--- src/rtl/mem_copy_master.sv ---
// mem_copy_master: word-granular block-copy initiator on the native picorv32
// memory interface. Each word is a read then a write, with mem_valid dropped
// for one cycle after every handshake.
module mem_copy_master #(
  parameter int unsigned LEN_W = 16
) (
  input  logic             clock,
  input  logic             reset,
  input  logic             start,
  input  logic [31:0]      src_addr,
  input  logic [31:0]      dst_addr,
  input  logic [LEN_W-1:0] len_words,
  output logic             busy,
  output logic             done,
  output logic             err,
  output logic [LEN_W-1:0] words_done,
  output logic             mem_valid,
  input  logic             mem_ready,
  output logic [31:0]      mem_addr,
  output logic [31:0]      mem_wdata,
  output logic [3:0]       mem_wstrb,
  input  logic [31:0]      mem_rdata
);

  typedef enum logic [2:0] {
    S_IDLE,
    S_RD,
    S_GAP_R,
    S_WR,
    S_GAP_W
  } state_t;

  state_t           state;
  state_t           state_nxt;

  logic [31:0]      src_q;
  logic [31:0]      dst_q;
  logic [31:0]      data_q;
  logic [LEN_W-1:0] rem_q;
  logic [LEN_W-1:0] wd_q;
  logic             err_q;
  logic             zdone_q;

  logic             cmd_bad;
  logic             cmd_zero;
  logic             cmd_take;
  logic             hs;

  assign cmd_bad  = (src_addr[1:0] != 2'b00) || (dst_addr[1:0] != 2'b00);
  assign cmd_zero = (len_words == '0);
  assign cmd_take = (state == S_IDLE) && start && !cmd_bad && !cmd_zero;
  assign hs       = mem_valid && mem_ready;

  // State register
  always_ff @(posedge clock or posedge reset) begin
    if (reset) state <= S_IDLE;
    else       state <= state_nxt;
  end

  // Next-state logic
  always_comb begin
    state_nxt = state;
    case (state)
      S_IDLE:  if (cmd_take) state_nxt = S_RD;
      S_RD:    if (mem_ready) state_nxt = S_GAP_R;
      S_GAP_R: state_nxt = S_WR;
      S_WR:    if (mem_ready) state_nxt = S_GAP_W;
      S_GAP_W: state_nxt = (rem_q == '0) ? S_IDLE : S_RD;
      default: state_nxt = S_IDLE;
    endcase
  end

  // Command latch, address/count progress and status pulse flags
  always_ff @(posedge clock or posedge reset) begin
    if (reset) begin
      src_q   <= '0;
      dst_q   <= '0;
      data_q  <= '0;
      rem_q   <= '0;
      wd_q    <= '0;
      err_q   <= 1'b0;
      zdone_q <= 1'b0;
    end else begin
      err_q   <= (state == S_IDLE) && start && cmd_bad;
      zdone_q <= (state == S_IDLE) && start && !cmd_bad && cmd_zero;
      if (cmd_take) begin
        src_q <= src_addr;
        dst_q <= dst_addr;
        rem_q <= len_words;
        wd_q  <= '0;
      end else if ((state == S_IDLE) && start && !cmd_bad) begin
        // zero-length command still reports zero words for "last command"
        wd_q <= '0;
      end
      if ((state == S_RD) && hs) begin
        data_q <= mem_rdata;
        src_q  <= src_q + 32'd4;
      end
      if ((state == S_WR) && hs) begin
        dst_q <= dst_q + 32'd4;
        rem_q <= rem_q - LEN_W'(1);
        wd_q  <= wd_q + LEN_W'(1);
      end
    end
  end

  // Bus and status outputs decoded from state
  always_comb begin
    mem_valid = 1'b0;
    mem_addr  = '0;
    mem_wdata = '0;
    mem_wstrb = '0;
    busy      = 1'b0;
    done      = zdone_q;
    err       = err_q;
    case (state)
      S_RD: begin
        mem_valid = 1'b1;
        mem_addr  = src_q;
        busy      = 1'b1;
      end
      S_GAP_R: busy = 1'b1;
      S_WR: begin
        mem_valid = 1'b1;
        mem_addr  = dst_q;
        mem_wdata = data_q;
        mem_wstrb = 4'hF;
        busy      = 1'b1;
      end
      S_GAP_W: begin
        busy = 1'b1;
        if (rem_q == '0) done = 1'b1;
      end
      default: ;
    endcase
  end

  assign words_done = wd_q;

endmodule

--- config.mk ---
export PLATFORM = sky130hd
export DESIGN_NAME = mem_copy_master
export DESIGN_NICKNAME = d
export VERILOG_FILES = /design/src/rtl/mem_copy_master.sv
export SDC_FILE = /design/constraint.sdc
export NUM_CORES = 1
export LEC_CHECK = 0
export ABC_AREA = 1
export BUFFER_PORTS_ARGS = -buffer_cell sky130_fd_sc_hd__buf_2
export CORE_MARGIN = 4
export CORE_UTILIZATION = 50
export DETAILED_ROUTE_END_ITERATION = 12
export HOLD_SLACK_MARGIN = 0.05
export MAX_ROUTING_LAYER = met4
export PLACE_DENSITY = 0.75
export SLEW_MARGIN = 20
export SYNTH_ARGS = -nofsm -noshare
export SYNTH_HDL_FRONTEND = slang
export SYNTH_SLANG_ARGS = --single-unit
--- constraint.sdc ---
create_clock -name clock -period 4.4 [get_ports clock]
set_clock_uncertainty 0.1 [all_clocks]
set_input_delay 0.22 -clock clock [delete_from_list [all_inputs] [get_ports clock]]
set_output_delay 0.22 -clock clock [all_outputs]
set_load 0.1 [all_outputs]
==> flow_metrics.py, run 1 <==
metrics = {
    "sta": {
        "fmax_mhz": 318,
        "max_slew.worst_pin.slew_ps": 1070,
        "finalCritPeriodShare": 0.715,
        "finalSetupViolations": 0,
        "layout_min_cycle_time_ps": 3150,
        "drv_slew": 0,
        "max_slew_margin": 0.286,
        "hold_viol_final": 0,
        "worst_slack_ps": 1250,
        "tns_ps": 0,
        "rsz0062_at_grt": "no",
    },
    "route": {
        "drt_wl_total_um": 29100,
        "viasPerCell": 5.25,
        "first_pass_iters": 6,
        "wl_per_cell_um": 15.2,
        "antenna_left": 0,
        "dr_total_vias": 10100,
        "drcViolationCount": 0,
        "drtIter0Drc": 916,
    },
    "worst_setup_path": {
        "r2r_setup_slack_ps": 1680,
        "slowest_delay_ps": 640,
        "arrival_ps": 2830,
        "crit_type": "register to output port",
        "cpLargestDelayFamily": "simple AND/OR/NAND/NOR gates",
        "critical_path.max_fanout": 30,
        "start_kind": "register",
        "cp_data_required_time_ps": 4080,
        "crit_path_end_kind": "output port",
        "cp_num_buf_inv": 1,
        "crit_path_cell_trace": "nor2_8 -> nand2_1 -> o22ai_1 -> buf_2",
        "cpMaxStageDelayCell": "nand2_1",
    },
    "clock_network": {
        "clockRootBuffer": "clkbuf_16",
        "cts_buffer_depth": 2,
        "htree_levels": 4,
        "cts_buffers": 17,
        "cts_tree": "done",
        "clk_pin_slew_ps": 60,
        "cts_sinks": 133,
        "insertion_delay_ps": 420,
        "postCtsSetupRepairBufs": 0,
    },
    "synthesis": {
        "syn_area_per_cell_sq_um": 6.31,
        "synthAdderAreaFrac": 0.00714,
        "synth_compound_area_frac": 0.0671,
        "syn_nets": 1509,
        "synth_xor_xnor_area_share": 0.00300,
        "synth_top_family_by_area": "simple AND/OR/NAND/NOR gates",
        "synth_cell_types": 32,
        "async_reset_ff_frac": 1.00,
        "synthMuxAreaShare": 0,
        "ys_ff_latch": 133,
        "synth_enable_flop_cells": 0,
        "syn-cell-area_sq_um": 8760,
        "synthFlopType": "dfrtp_1",
        "synth_cells": 1388,
        "yosys_warnings": 0,
        "ys_seq_area_frac": 0.380,
        "synth_simple_gate_area_frac": 0.431,
    },
    "global_route": {
        "grt_max_degree": 105,
        "antenna_found_initial": 1,
        "grt_pass1_wl_um": 47200,
        "grt_pass1_vias": 9565,
        "track_usage": 0.303,
        "overflow": 0,
    },
    "placement": {
        "dpl.hpwl_um": 19800,
        "port-buffer-count": 203,
        "dp_slack_ps": 1720,
        "gp_congestion": 0.954,
        "placed_area_sq_um": 9840,
    },
    "floorplan": {
        "coreArea_sq_um": 17200,
        "die_h_um": 140,
        "initial_core_util": 0.508,
        "boundaryPins": 204,
        "row_count": 48,
        "dieArea_sq_um": 19700,
        "fp.dieW_um": 140,
    },
    "run_status": {
        "run_status": "finished, final reports clean",
    },
    "power": {
        "internal-power_mw": 3.67,
        "p_switching_mw": 4.55,
        "comb_power_share": 0.533,
        "swShare": 0.553,
        "p_clk_frac": 0.196,
        "p_leak_nw": 5.95,
        "ir_worst_vdd_mv": 0.531,
        "power.density_nw_per_um2": 707,
        "seq_power_share": 0.271,
    },
    "final_layout": {
        "drive_gt1_frac": 0.154,
        "final_nets": 1799,
        "area_delta_synth_final_pct": 32.7,
        "num-fill-cells": 1539,
        "final_area_sq_um": 11600,
    },
    "flow_run": {
        "drv_cap": 0,
    },
    "min_path": {
        "hold_path_class": "input port to register",
    },
}
## flip-flops by register name, summed over array words and instances, names as in the netlist
| signal | cells |
|---|---|
| src_q | 32 |
| data_q | 32 |
| rem_q | 16 |
| state | 3 |
| dst_q | 32 |
| err | 1 |
| words_done | 16 |
| zdone_q | 1 |
## through the flow
stage          instances  hold slack (ps)  power [mW]   util
6_report            1917             73.5        8.22  0.675
3_5_place_dp        1772              331        6.48  0.571
4_1_cts             1916             61.7        8.20  0.674
2_1_floorplan       1388              232        5.63      -
3_3_place_gp        1772              327        6.41  0.570
5_1_grt             1917              144        8.70  0.675
## worst reg2reg max path, stage by stage, from the launching register on
cell and delay, ps:
dfrtp_1 480, inv_1 180, nand3_4 310, clkinv_2 810, buf_4 490, nand2_1 90
o21ai_0 110
## area by class of cell
type,instances,area [sq um],area share
Multi-Input combinational cell,1017,4460,0.383
Sequential cell,133,3330,0.286
Timing Repair Buffer,320,2170,0.187
Inverter,189,718,0.0618
Clock buffer,19,443,0.0381
Tap cell,225,282,0.0242
Clock inverter,13,221,0.0190
Antenna cell,1,2.50,0.000215
## cells in the mapped netlist (2+ instances only)
cell type / n / area share
nor2_4: 3 / 0.0039
o21ai_1: 9 / 0.0051
nand2_1: 475 / 0.20
a21oi_1: 8 / 0.0046
o22ai_1: 32 / 0.023
clkbuf_1: 17 / 0.0073
nor3_1: 5 / 0.0029
dfrtp_1: 133 / 0.38
nand3_1: 204 / 0.12
buf_4: 9 / 0.0077
nor2_1: 188 / 0.081
inv_1: 183 / 0.078
xor2_1: 3 / 0.0030
o211ai_1: 3 / 0.0026
nor2_2: 4 / 0.0029
buf_2: 19 / 0.011
buf_6: 4 / 0.0051
or2_0: 2 / 0.0014
ha_1: 5 / 0.0071
inv_2: 5 / 0.0021
nand4_1: 13 / 0.0093
o21bai_1: 2 / 0.0017
o21ai_0: 53 / 0.030
## power groups by stage
stage | registers, mW | clock network, mW | logic, mW
after floorplan | 2.52 | 0 | 3.11
after global placement | 2.21 | 0 | 4.21
after detailed placement | 2.22 | 0 | 4.26
after CTS | 2.21 | 1.64 | 4.35
after global routing | 2.29 | 1.69 | 4.72
final | 2.23 | 1.61 | 4.38
## metal layers
metal,track usage,part of all wire,vias up
met5,-,0,-
met2,0.487,0.47,448
li1,-,-,4946
met3,0.0519,0.073,67
met1,0.388,0.43,4607
met4,0.106,0.032,0
## logic make-up (layout without fill, tap and decap cells)
family / count (synthesis) / in the layout
other: 0 / 1
AND/OR/NAND/NOR: 902 / 902
XOR/XNOR: 3 / 3
buffers and inverters: 238 / 541
adder cells (fa/ha/maj): 5 / 5
AO/OA/AOI/OAI: 107 / 107
flip-flops: 133 / 133
## layout by cell type (no fill, tap or decap), types with 8 or more instances in the layout
cell | netlist | layout
o22ai_1 | 32 | 32
o21ai_1 | 9 | 9
a21oi_1 | 8 | 8
nand4_1 | 13 | 13
inv_1 | 183 | 182
nor2_1 | 188 | 188
o21ai_0 | 53 | 53
clkbuf_16 | 0 | 17
dfrtp_1 | 133 | 133
nand2_1 | 475 | 474
dlygate4sd3_1 | 0 | 112
nand3_1 | 204 | 204
buf_2 | 19 | 203
## path summary, 6_finish.rpt
check,startpoint,endpoint,depth (start not counted)
worst min-delay path,dst_addr[3],dst_q[3],5
max in group asynchronous,reset,src_q[12],4
worst max register to register,state[1],data_q[31],6
min in group asynchronous,reset,data_q[12],3
worst max-delay path,state[2],mem_addr[9],4
worst min register to register,src_q[0],src_q[0],2
## timing repair
item,4_1_cts,5_1_grt
hold buffers,112,0
gates resized for setup,0,0
hold endpoints to repair,212,0
Note: power is estimated with default switching activity, not from simulation.
==> run 2, diff against run 1 <==
- ABC_AREA: 1 -> 0
- CORE_UTILIZATION: 50 -> 48
- PLACE_DENSITY: 0.75 -> 0.77
- clock period: 4.4 -> 2.6 ns (I/O delays scaled with it)
==> flow_metrics.py, run 2 <==
metrics = {
    "sta": {
        "tns_ps": 0,
        "fmax_mhz": 395,
        "finalCritPeriodShare": 0.974,
        "hold_viol_final": 0,
        "max_slew.worst_pin.slew_ps": 898,
        "max_slew_margin": 0.401,
        "rsz0062_at_grt": "no",
        "drv_slew": 0,
        "layout_min_cycle_time_ps": 2530,
        "finalSetupViolations": 0,
    },
    "worst_setup_path": {
        "arrival_ps": 2300,
        "cp_data_required_time_ps": 2370,
        "crit_path_cell_trace": "or4_4 -> and4bb_1 -> and3_4 -> a31o_2 -> buf_12",
        "slowest_delay_ps": 560,
        "cpMaxStageDelayCell": "or4_4",
        "start_kind": "register",
        "crit_type": "register to output port",
        "critical_path.max_fanout": 5,
        "crit_path_end_kind": "output port",
    },
    "synthesis": {
        "syn_nets": 993,
        "synthTopCellsByArea": "dfrtp_1, nand2_1, mux2i_1, nand3_1, o211ai_1",
        "synth_enable_flop_cells": 0,
        "syn-cell-area_sq_um": 7430,
        "ys_ff_latch": 133,
        "synth_cells": 872,
        "synthTopCellsByCount": "nand2_1, dfrtp_1, nand3_1, nor2_1, o211ai_1",
        "synth_top_area_frac": 0.448,
        "synth_most_common_cell": "nand2_1",
        "synthFlopType": "dfrtp_1",
        "synth_top_cell_by_area": "dfrtp_1",
        "yosys_warnings": 0,
        "synth_cell_types": 55,
        "async_reset_ff_frac": 1.00,
        "syn_area_per_cell_sq_um": 8.52,
        "ys_seq_area_frac": 0.448,
    },
    "route": {
        "dr_total_vias": 8246,
        "antenna_left": 0,
        "drtIter0Drc": 819,
        "drcViolationCount": 0,
        "wl_per_cell_um": 18.8,
        "viasPerCell": 5.97,
        "first_pass_iters": 5,
        "drt_wl_total_um": 25900,
    },
    "clock_network": {
        "cts_tree": "done",
        "clk_pin_slew_ps": 60,
        "insertion_delay_ps": 420,
        "htree_levels": 4,
        "cts_buffer_depth": 2,
        "cts_sinks": 133,
        "clockRootBuffer": "clkbuf_16",
        "cts_buffers": 17,
    },
    "global_route": {
        "track_usage": 0.301,
        "grt_pass1_wl_um": 41600,
        "grt_max_degree": 72,
        "antenna_found_initial": 1,
        "overflow": 0,
        "grt_pass1_vias": 8113,
    },
    "final_layout": {
        "layout_commonest_cell": "nand2_1",
        "num-fill-cells": 1043,
        "stdcell_count": 1381,
        "area_delta_synth_final_pct": 48.8,
        "final_nets": 1300,
        "drive_gt1_frac": 0.246,
        "largest_registers": "data_q (32), dst_q (32), src_q (32)",
        "final_cell_mix": "nand2_1, buf_2, dfrtp_1, dlygate4sd3_1, nand3_1",
        "final_area_sq_um": 11100,
    },
    "power": {
        "p_clk_frac": 0.214,
        "p_leak_nw": 5.24,
        "swShare": 0.480,
        "p_total_mw": 12.4,
        "internal-power_mw": 6.47,
        "ir_worst_vdd_mv": 0.755,
        "power.density_nw_per_um2": 1130,
        "comb_power_share": 0.482,
        "p_switching_mw": 5.98,
        "seq_power_share": 0.304,
    },
    "floorplan": {
        "fp.dieW_um": 132,
        "boundaryPins": 204,
        "coreArea_sq_um": 15200,
        "dieArea_sq_um": 17500,
        "die_h_um": 132,
        "initial_core_util": 0.489,
        "row_count": 45,
    },
    "flow_run": {
        "drv_cap": 0,
    },
    "placement": {
        "dp.cells": 1236,
        "placed_area_sq_um": 9280,
        "gp_congestion": 0.958,
        "port-buffer-count": 203,
        "dpl.hpwl_um": 16400,
    },
    "min_path": {
        "hold_path_class": "input port to register",
    },
    "run_status": {
        "run_status": "finished, final reports clean",
    },
}
[run 2: changes by cell type in the layout (fill, tap and decap cells not counted), sizes merged, moves of 11 or more]
cell,change
nor2,-131
buf,+21
nand4,+23
o211ai,+42
nand3,-140
nand2,-279
a31oi,+11
o311ai,+11
o22ai,-32
nor4,+15
o21ai,-24
and3,+42
inv,-172
mux2i,+35
[run 2: worst paths after layout]
path | from | to | slack [ps] | depth (start not counted)
min | dst_addr[0] | err | 80 | 3
max | rem_q[5] | done | 70 | 5
max in group asynchronous | reset | dst_q[22] | 1330 | 4
min in group asynchronous | reset | err | 270 | 3
max reg2reg | state[2] | rem_q[12] | 260 | 6
min reg2reg | data_q[26] | data_q[26] | 360 | 2
[run 2: what timing repair did]
item,4_1_cts,5_1_grt
endpoints found under the hold margin,137,0
pin swaps,1,0
setup buffers,1,0
resized for setup,1,2
setup endpoints to repair,1,5
hold buffers,111,0
[run 2: per-layer routing]
| metal | global-route usage | routed length (um) |
|---|---|---|
| met1 | 0.384 | 10500 |
| met3 | 0.0479 | 1920 |
| met4 | 0.143 | 1020 |
| met5 | - | 0 |
| met2 | 0.472 | 12500 |
[run 2: kinds of logic after synthesis]
group           share of synthesized area
simple gates                        0.307
compound gates                      0.139
flops                               0.448
buf+inv                            0.0408
mux                                0.0487
xor+xnor                          0.00825
fa+ha+maj                         0.00842
[run 2: layout make-up]
class / instances / area [sq um] / share of cell area
antenna: 1 / 2.50 / 0.000226
clock buffer: 20 / 447 / 0.0404
clock inverter: 12 / 203 / 0.0183
inverter: 21 / 82.6 / 0.00747
multi-input combinational: 666 / 3830 / 0.346
sequential: 133 / 3330 / 0.301
tap: 188 / 235 / 0.0213
timing repair buffer: 340 / 2930 / 0.265
[run 2: critical path, delay by kind of cell (launching register included)]
family	cells	cell delay, ps
buf+inv	1	180
compound gates	1	210
flops	1	420
simple gates	3	1060
[run 2: stage by stage]
step	setup WS (ps)	util	hold WS (ps)
2_1_floorplan	33.9	-	135
3_3_place_gp	275	0.610	177
3_5_place_dp	217	0.610	171
4_1_cts	55.8	0.727	88.6
5_1_grt	8.30	0.727	121
6_report	68.5	0.727	80.2
[run 2: power groups by stage]
stage          Combinational [mW]  Sequential, mW  Clock, mW
2_1_floorplan                4.13            3.61          0
3_3_place_gp                 5.68            3.71          0
3_5_place_dp                 5.77            3.74          0
4_1_cts                      5.94            3.73       2.68
5_1_grt                      6.31            3.88       2.77
6_report                     5.99            3.79       2.66
==> run 3, diff against run 2 <==
- CORE_ASPECT_RATIO: not set -> 0.6
- TNS_END_PERCENT: not set -> 50
==> flow_metrics.py, run 3 (synthesis gave the netlist of run 2 again) <==
metrics = {
    "sta": {
        "finalCritPeriodShare": 1.03,
        "worst_slack_ps": -78.5,
        "tns_ps": -78.5,
        "finalSetupViolations": 1,
        "rsz0062_at_grt": "yes",
        "fmax_mhz": 373,
        "max_slew.worst_pin.slew_ps": 737,
        "drv_slew": 0,
        "layout_min_cycle_time_ps": 2680,
        "hold_viol_final": 0,
        "max_slew_margin": 0.504,
    },
    "worst_setup_path": {
        "crit_path_end_kind": "output port",
        "crit_type": "register to output port",
        "cp_data_required_time_ps": 2370,
        "critical_path.max_fanout": 5,
        "reg2reg_from": "state[0]",
        "arrival_ps": 2450,
        "r2r_cells": 6,
        "start_kind": "register",
        "r2r_setup_slack_ps": 130,
        "r2r-end": "dst_q[3]",
    },
    "run_status": {
        "run_status": "finished with violations",
        "violations": "negative setup slack",
    },
    "global_route": {
        "top_usage_layer": "met2",
        "grt_pass1_wl_um": 43000,
        "use_met2": 0.451,
        "use_met1": 0.438,
        "overflow": 0,
        "track_usage": 0.312,
        "antenna_found_initial": 0,
        "use_met3": 0.0722,
        "grt_max_degree": 83,
        "grt_pass1_vias": 8136,
    },
    "route": {
        "dr_total_vias": 8444,
        "drt_wl_total_um": 27200,
        "drcViolationCount": 0,
        "drtIter0Drc": 1129,
        "viasPerCell": 6.05,
        "wl_per_cell_um": 19.5,
        "antenna_left": 0,
        "first_pass_iters": 7,
    },
    "power": {
        "internal-power_mw": 6.18,
        "seq_power_share": 0.309,
        "p_leak_nw": 5.23,
        "comb_power_share": 0.488,
        "p_clk_frac": 0.203,
        "p_switching_mw": 6.13,
        "swShare": 0.498,
        "ir_worst_vdd_mv": 0.908,
        "power.density_nw_per_um2": 1120,
    },
    "placement": {
        "gp_congestion": 0.918,
        "port-buffer-count": 203,
        "dp_slack_ps": 104,
        "dpl.hpwl_um": 17300,
    },
    "final_layout": {
        "num-fill-cells": 1027,
        "area_delta_synth_final_pct": 48.4,
        "largest_registers": "data_q (32), dst_q (32), src_q (32)",
        "final_cell_mix": "nand2_1, buf_2, dfrtp_1, dlygate4sd3_1, nand3_1",
        "layout_commonest_cell": "nand2_1",
        "drive_gt1_frac": 0.244,
        "final_nets": 1305,
        "num_antenna_cells": 0,
    },
    "clock_network": {
        "cts_buffers": 17,
        "clk_pin_slew_ps": 70,
        "clockRootBuffer": "clkbuf_16",
        "insertion_delay_ps": 430,
        "htree_levels": 4,
        "cts_buffer_depth": 2,
        "cts_sinks": 133,
        "cts_tree": "done",
    },
    "floorplan": {
        "boundaryPins": 204,
        "row_count": 34,
        "fp.dieW_um": 169,
        "initial_core_util": 0.502,
        "dieArea_sq_um": 17600,
        "coreArea_sq_um": 14800,
        "die_h_um": 104,
    },
    "min_path": {
        "hp-start": "len_words[14]",
        "min_to": "zdone_q",
        "hold_path_class": "input port to register",
        "hold_path_depth": 5,
    },
    "flow_run": {
        "drv_cap": 0,
    },
}
-- run 3: cell types whose count changed in the layout (fill, tap and decap cells not counted), sizes merged --
cell,previous run,this run
diode,1,0
buf,229,234
clkinvlp,2,3
clkinv,7,4
bufinv,5,2
clkbuf,20,18
inv,19,26
-- run 3: timing repair --
item	CTS	global route
pin swaps	1	1
gates resized for setup	1	4
hold endpoints to repair	243	0
hold buffers	111	0
gates cloned	0	0
endpoints found under the setup margin	1	24
setup buffers	1	3
-- run 3: final cells by class --
cell class	instances	area (sq um)	share of cell area
Clock inverter	14	165	0.0150
Timing Repair Buffer	345	2940	0.266
Inverter	21	82.6	0.00749
Tap cell	198	248	0.0225
Clock buffer	18	439	0.0398
Sequential cell	133	3330	0.302
Multi-Input combinational cell	666	3830	0.347
-- run 3: through the flow --
step                      power (mW)  hold WS [ps]  instance area, sq um   util  instances
after floorplan                 7.73           135                  7430      -        872
after global placement          9.37           168                  9270  0.626       1248
after detailed placement        9.48           172                  9270  0.626       1248
after CTS                       12.1           154                 11000  0.742       1392
after global routing            12.8           108                 11000  0.745       1395
final                           12.3           106                 11000  0.745       1395
-- run 3: worst max path at each step --
stage                  startpoint       endpoint  slack, ps  depth (start not counted)
floorplan                state[2]  mem_wdata[22]       -510                          6
global placement    len_words[14]      dst_q[29]        150                          6
detailed placement  len_words[14]      dst_q[20]        100                          6
CTS                      rem_q[5]           done          2                          5
global route             rem_q[5]           done       -100                          5
finish                   rem_q[5]           done        -80                          5
-- run 3: layer usage --
layer | up-vias | routed length, um
li1 | 3781 | -
met4 | 0 | 697
met1 | 3970 | 11400
met3 | 92 | 3210
met2 | 601 | 11900
met5 | - | 0
-- run 3: power groups by stage --
stage / clock (mW) / sequential [mW] / combinational [mW]
floorplan: 0 / 3.61 / 4.12
global placement: 0 / 3.70 / 5.66
detailed placement: 0 / 3.74 / 5.74
CTS: 2.50 / 3.72 / 5.91
global route: 2.60 / 3.88 / 6.33
finish: 2.50 / 3.80 / 6.00
-- run 3: critical path: stages (launching register included) --
cell and delay, ps:
dfrtp_1 420, or4_4 590, and4bb_2 380, and3_1 230, a31o_2 220, buf_12 180
